$ cat src/rtl/pipe_ctrl_pkg.sv
// Shared encodings for the pipeline control sequencer and the hazard unit.
// The interrupt sequence state is carried directly on the 2-bit count.
package pipe_ctrl_pkg;

  typedef enum logic [1:0] {
    CNT_IDLE    = 2'd0,
    CNT_VECTOR  = 2'd1,
    CNT_PUSH_PC = 2'd2,
    CNT_DRAIN   = 2'd3
  } cnt_e;

  localparam int          PC_W_DEF     = 32;
  localparam logic [31:0] VEC_ADDR_DEF = 32'h0000_0000;

  // Hazard unit stalls the front end while the sequence is in DRAIN or PUSH_PC.
  function automatic logic cnt_holds_front(input logic [1:0] cnt);
    return cnt > 2'd1;
  endfunction

endpackage

$ cat src/rtl/int_edge_latch.sv
// Rising-edge detector on the interrupt line with a single-entry pending latch.
// Extra edges while a request is pending or in service collapse into one.
module int_edge_latch (
  input  logic clk,
  input  logic rst_n,
  input  logic int_req,
  input  logic accept,
  output logic pend
);

  logic int_q;
  logic rise;

  assign rise = int_req & ~int_q;

  // A new edge on the accept cycle keeps pend set so it is serviced next.
  always_ff @(posedge clk or negedge rst_n) begin
    if (!rst_n) begin
      int_q <= 1'b0;
      pend  <= 1'b0;
    end else begin
      int_q <= int_req;
      pend  <= rise | (pend & ~accept);
    end
  end

endmodule

$ cat src/rtl/pipe_ctrl.sv
// Pipeline control sequencer: maps hazard stall/flush onto buffer strobes
// and runs the interrupt entry sequence DRAIN -> PUSH_PC -> VECTOR.
module pipe_ctrl
  import pipe_ctrl_pkg::*;
#(
  parameter int              PC_W     = PC_W_DEF,
  parameter logic [PC_W-1:0] VEC_ADDR = PC_W'(VEC_ADDR_DEF)
) (
  input  logic            clk,
  input  logic            rst,
  input  logic            int_req,
  input  logic            stall,
  input  logic            flush,
  input  logic [PC_W-1:0] pc_ifid,
  output logic [1:0]      count,
  output logic            pc_en,
  output logic            pc_vec_sel,
  output logic [PC_W-1:0] vec_pc,
  output logic            ifid_en,
  output logic            ifid_flush,
  output logic            idex_flush,
  output logic            push_pc,
  output logic            push_flags,
  output logic [PC_W-1:0] epc,
  output logic            int_ack
);

  cnt_e state, state_n;
  logic pend;
  logic accept;

  // A flush or stall in IDLE defers entry so epc sees a settled IF/ID PC.
  assign accept = (state == CNT_IDLE) & pend & ~stall & ~flush;

  int_edge_latch u_edge (
    .clk     (clk),
    .rst_n   (rst),
    .int_req (int_req),
    .accept  (accept),
    .pend    (pend)
  );

  always_ff @(posedge clk or negedge rst) begin
    if (!rst) begin
      state <= CNT_IDLE;
      epc   <= '0;
    end else begin
      state <= state_n;
      if (accept) epc <= pc_ifid;
    end
  end

  always_comb begin
    state_n    = state;
    pc_en      = 1'b1;
    ifid_en    = 1'b1;
    ifid_flush = 1'b0;
    idex_flush = 1'b0;
    push_pc    = 1'b0;
    push_flags = 1'b0;
    pc_vec_sel = 1'b0;
    int_ack    = 1'b0;
    case (state)
      CNT_IDLE: begin
        pc_en      = ~stall;
        ifid_en    = ~stall;
        ifid_flush = flush;
        idex_flush = stall | flush;
        if (accept) state_n = CNT_DRAIN;
      end
      CNT_DRAIN: begin
        pc_en      = 1'b0;
        ifid_en    = 1'b0;
        idex_flush = 1'b1;
        state_n    = CNT_PUSH_PC;
      end
      CNT_PUSH_PC: begin
        pc_en      = 1'b0;
        ifid_en    = 1'b0;
        idex_flush = 1'b1;
        push_pc    = 1'b1;
        state_n    = CNT_VECTOR;
      end
      CNT_VECTOR: begin
        // Redirect fetch to the vector and squash whatever was fetched meanwhile.
        pc_en      = 1'b1;
        ifid_en    = 1'b1;
        ifid_flush = 1'b1;
        idex_flush = 1'b1;
        push_flags = 1'b1;
        pc_vec_sel = 1'b1;
        int_ack    = 1'b1;
        state_n    = CNT_IDLE;
      end
      default: state_n = CNT_IDLE;
    endcase
  end

  assign count  = state;
  assign vec_pc = VEC_ADDR;

endmodule

$ cat config.mk
export PLATFORM = sky130hd
export DESIGN_NAME = pipe_ctrl
export DESIGN_NICKNAME = d
export VERILOG_FILES = /design/src/rtl/pipe_ctrl_pkg.sv /design/src/rtl/int_edge_latch.sv /design/src/rtl/pipe_ctrl.sv
export SDC_FILE = /design/constraint.sdc
export NUM_CORES = 1
export LEC_CHECK = 0
export ABC_AREA = 1
export CORE_UTILIZATION = 37
export DETAILED_ROUTE_END_ITERATION = 12
export PLACE_DENSITY = 0.78
export SLEW_MARGIN = 20
export SYNTH_ARGS = -nofsm -noshare
export SYNTH_HDL_FRONTEND = slang
export SYNTH_SLANG_ARGS = --single-unit
$ cat constraint.sdc
create_clock -name clk -period 1.7 [get_ports clk]
set_clock_uncertainty 0.15 [all_clocks]
set_input_delay 0.51 -clock clk [delete_from_list [all_inputs] [get_ports clk]]
set_output_delay 0.51 -clock clk [all_outputs]
set_load 0.005 [all_outputs]
# --- After elaboration in Yosys (flattened, before gate mapping) ---
# Index checks and enable logic that the tools add are counted.
word_totals:
  register_bits: 36
  inputBits: 37
  out_inout_bits: 74
  wordCells: 29
classes:
  eq_ne: 4
  muxes: 7
  n_bitwise: 11
  n_reduce_logical: 3
op_table:
  columns: ["operator", "n"]
  rows:
  - ["$pmux 2 s4", 1]
  - ["$and 1x1->1", 5]
  - ["$eq 2x2->1 const B", 2]
  - ["$not 1->1", 4]
  - ["$pmux 1 s2", 2]
  - ["$pmux 1 s3", 1]
  - ["$reduce_or 3->1", 1]
  - ["$eq 2x1->1 const B", 1]
  - ["$logic_not 2->1", 1]
  - ["$mux 1", 2]
  - ["$mux 2", 1]
  - ["$ne 2x1->1 const B", 1]
  - ["$or 1x1->1", 2]
  - ["$reduce_or 2->1", 1]

# --- Depth between registers and ports, before layout ---
# Gate-level depths: netlist of the first run.
logic_depth:
  ltp_word: 7
  mapped_depth: 7
  mapped_depth_nobuf: 6

# --- Modules after synthesis ---
# From an unflattened synthesis of the first run, not the netlist that was laid out.
unflattened:
  cells_unflattened: 206
  area_unflattened_um2: 1781.7
modules_own_cells:
  columns: ["module", "instances", "cells_each", "area_each_um2", "seq_area_each_um2"]
  rows:
  - ["pipe_ctrl", 1, 199, 1712.9, 850.8]
  - ["int_edge_latch", 1, 7, 68.8, 50.0]

# --- Worst setup path after synthesis of the first run ---
# OpenSTA, ideal clock, no wires.
synth_timing:
  kind: "flip-flop to output port"
  startpoint: "register state[1], in the netlist count[1]"
  endpoint: "output pc_en"
  arrival_ps: 1090
  required_time_ps: 1040
  setup_slack_ps: -50
  stages_incl_launch_ff: 6
  n_path_buf: 1
  path_cell_list: "dfrtp_1 -> inv_1 -> ha_1 -> nor2_1 -> a21oi_1 -> buf_4"
synth_via:
  elab_chain_len: 3
  word_cells_on_any_way: 6
  classes_between: "3 x eq/ne; 1 x mux; 2 x reduce/logical"
synth_rtl:
  columns: ["item", "line_no", "text"]
  rows:
  - ["start: declaration", "pipe_ctrl.sv:28", "cnt_e state, state_n;"]
  - ["start signal: assignment", "pipe_ctrl.sv:48", "state <= state_n;"]
  - ["$eq 2x2->1", null, null]
  - ["$reduce_or 2->1 (no source line)", null, null]
  - ["$pmux 1 s3 (*)", null, null]
  - ["end: declaration", "pipe_ctrl.sv:16", "output logic pc_en,"]
# Every way passes the cells marked *; elsewhere a longest branch is shown, timed or not.

# --- Final worst setup path of the first run ---
layout_timing:
  startpoint: "register state[0], in the netlist count[0]"
  endpoint: "output ifid_flush"
layout_via:
  elab_chain_len: 2
  word_cells_on_any_way: 3
  classes_between: "1 x eq/ne; 1 x mux; 1 x reduce/logical"
layout_rtl:
  columns: ["item", "line_no", "text"]
  rows:
  - ["$eq 2x1->1 or $logic_not 2->1 (tied branches)", "pipe_ctrl.sv:63", "case (state)"]
  - ["$pmux 1 s2 (*)", "pipe_ctrl.sv:63", null]
  - ["end: declaration", "pipe_ctrl.sv:20", "output logic ifid_flush,"]
# Marked as above.

==> metrics.csv, run 1 <==
stage;metric;value;unit
global_routing;track_usage;14.0;%
cts;htree_levels;2;
timing;report.final.hold_viol_count;0;
layout;final-instance-count-excl-fill;359;
die;core_area;0.00479;mm2
synth;synth_edf_count;0;
placement;gp_congestion;0.673;
route;postRouteAntennaNets;0;
route;drc;0;
synth;synth.yosys.seq_area_share;48.6;%
synth;synth.avg_cell_area;9.09;um2
power_and_ir_drop;peakVddDrop;0.869;mV
route;viasPerCell;3.91;
cts;ctsHoldBuffers;0;
timing;fin_crit;1920;ps
die;rows;25;
synth;synth_largest_area_cell;dfrtp_1;
synth;synth_top_area_share;48.6;%
cts;cts_buffer_depth;2;
synth;yosys-top-cells-area;dfrtp_1, buf_4, inv_1;
synth;synth_warnings;0;
route;first_iter_violations;43;
layout;syn_to_final_growth;47.7;%
synth;synth.area.mux_share;0;%
synth;synth_most_common_cell;inv_1;
synth;yosys-top-cells-count;inv_1, nand2_1, dfrtp_1, buf_4, o21ai_1;
cts;insertion_delay;280;ps
setup_path;critPathCaptureType;output pin;
global_routing;antenna_found_initial;0;
power_and_ir_drop;power.density;1490;mW/mm2
cts;cts_root_buf;clkbuf_8;
die;die_y;72.8;um
layout;drive_above_1_share;19.5;%
setup_path;slowest_delay;410;ps
global_routing;grt_max_degree;39;
layout;layout.nets;332;
timing;maxSlewViolCount;0;
synth;synth_top_family_by_area;buffers and inverters;
placement;port_buffers;78;
route;drt-total-wl;3510;um
cts;clk_pin_slew;70;ps
placement;dpl.cell_count;349;
synth;synth-seq-cells;36;
run_status;violations;negative setup slack;
setup_path;startpoint_type;register;
worst_hold_path;hp-class;input port to async pin;
cts;numCtsBuffers;5;
setup_path;crit_type;register to output pin;
timing;finalSetupViolations;8;
synth;synth-compound-area-share;12.8;%
die;dieArea;0.00530;mm2
route;avgRoutedWirePerCell;9.77;um
timing;fmax;0.522;GHz
power_and_ir_drop;power;4080;uW
die;io_pins;111;
timing;rsz0062_at_grt;yes;
layout;antennaDiodeCount;0;
setup_path;critical-path-slowest-cell;dfrtp_1;
synth;yosys.cell_types.count;18;
run_status;status;complete, but fails checks;
cts;clock-sinks;36;
run;drv_cap;0;
placement;dp_hpwl;2520;um
synth;synth_flop_cell;dfrtp_1;
cts;cts_tree;built;
placement;place_ws;-653;ps
synth;synth_area;0.00185;mm2
setup_path;worstPathCellList;buf_6, ha_4, o21bai_1, buf_2;
synth;synthAdderAreaFrac;2.70;%
setup_path;critPathMaxFanout;3;
setup_path;critPathArrivalTime;1260;ps
die;fp.dieW;72.8;um
synth;synth_simple_gate_area_share;9.85;%
timing;timing.final.ws_setup;-217;ps
global_routing;grt_pass1_vias;1292;
setup_path;cp_data_required_time;1040;ps
global_routing;grt_overflow;0;
route;first_pass_iters;4;
synth;synth-xor-area-share;0;%
timing;finalCritPeriodShare;113;%
power_and_ir_drop;p_leak;0.00151;uW
global_routing;grt_pass1_wl;5670;um
route;vias;1403;
die;initial_core_util;38.7;%
synth;async_flop_share;100;%
layout;utilization;57.2;%
synth;netlist_instances;204;
-- path summary, 6_finish.rpt --
kind                                         from                    end  slack (ps)  cells past startpoint
max                          count[0]$_DFFE_PN0P_             ifid_flush        -220                      4
min                                           rst    epc[23]$_DFFE_PN0P_         120                      2
max reg2reg                  count[1]$_DFFE_PN0P_    epc[12]$_DFFE_PN0P_          90                      8
min reg2reg                u_edge.int_q$_DFF_PN0_  u_edge.pend$_DFF_PN0_         290                      1
max in group asynchronous                     rst     epc[9]$_DFFE_PN0P_         960                      2
min in group clk           u_edge.int_q$_DFF_PN0_  u_edge.pend$_DFF_PN0_         290                      1
-- where the power goes --
| group | leakage (uW) | switching, uW | total (uW) | internal [uW] |
|---|---|---|---|---|
| clock network | 0.0000552 | 284 | 719 | 435 |
| registers | 0.000446 | 184 | 1430 | 1240 |
| logic | 0.00101 | 847 | 1940 | 1090 |
-- logic make-up after synthesis --
family / Yosys count
compound gates: 36
fa+ha+maj: 4
buf+inv: 82
flops: 36
other cells: 1
simple gates: 45
-- worst max-delay path: cells and delay by family, from the launching register on --
| kind | cells | cell delay (ps) |
|---|---|---|
| buffers and inverters | 2 | 260 |
| flip-flops | 1 | 410 |
| adder cells (fa/ha/maj) | 1 | 170 |
| AO/OA/AOI/OAI | 1 | 140 |
-- final cells by class --
class	instances	area (um2)
clock buffer	6	72.6
timing repair buffer	91	842
tap	67	83.8
multi-input combinational	117	654
clock inverter	2	35.0
sequential	36	901
fill	463	2050
inverter	40	150
-- routing by layer --
metal	up-vias	share of wire [%]	global-route usage (%)
met1	616	44	16.9
met5	-	0	0
met3	2	8.4	4.01
li1	722	-	-
met4	0	0.48	5.88
met2	63	47	23.5
-- flip-flops by register name, summed over array words and instances (netlist names) --
name          count
count             2
epc              32
u_edge.int_q      1
u_edge.pend       1
-- per-stage QoR --
stage / instance area (um2) / TNS (ps) / hold WS (ps)
after detailed placement: 2620 / -12130 / 290
after floorplan: 1980 / 0 / 64.4
after global routing: 2740 / -1990 / 141
after CTS: 2730 / -1660 / 120
after global placement: 2620 / -11500 / 268
final: 2740 / -1460 / 120
-- timing repair --
action,CTS,global route
setup buffers,3,1
endpoints found under the setup margin,42,10
pin swaps,4,0
gates resized for setup,83,8
-- cells in the final DEF (no fill, tap or decap), drive strengths merged --
master	Yosys	final
inv	40	40
nand2	39	39
dfrtp	36	36
dlygate4sd2	0	34
clkdlybuf4s50	0	33
o21ai	33	33
conb	1	32
buf	42	23
clkbuf	0	7
ha	4	4
nand3	3	3
o21bai	2	2
nor2	2	2
a21oi	1	1
or2	1	1
bufinv	0	1
clkinv	0	1
(Power assumes the default switching activity.)
==> run 2, diff against run 1 <==
--- a/config.mk
+++ b/config.mk
@@ -8,6 +8,7 @@
 export ABC_AREA = 1
 export CORE_UTILIZATION = 37
 export DETAILED_ROUTE_END_ITERATION = 12
+export GPL_ROUTABILITY_DRIVEN = 0
 export PLACE_DENSITY = 0.78
 export SLEW_MARGIN = 20
 export SYNTH_ARGS = -nofsm -noshare
==> results of run 2 <==
Final layout, timing and power as in run 1 (identical DEF).
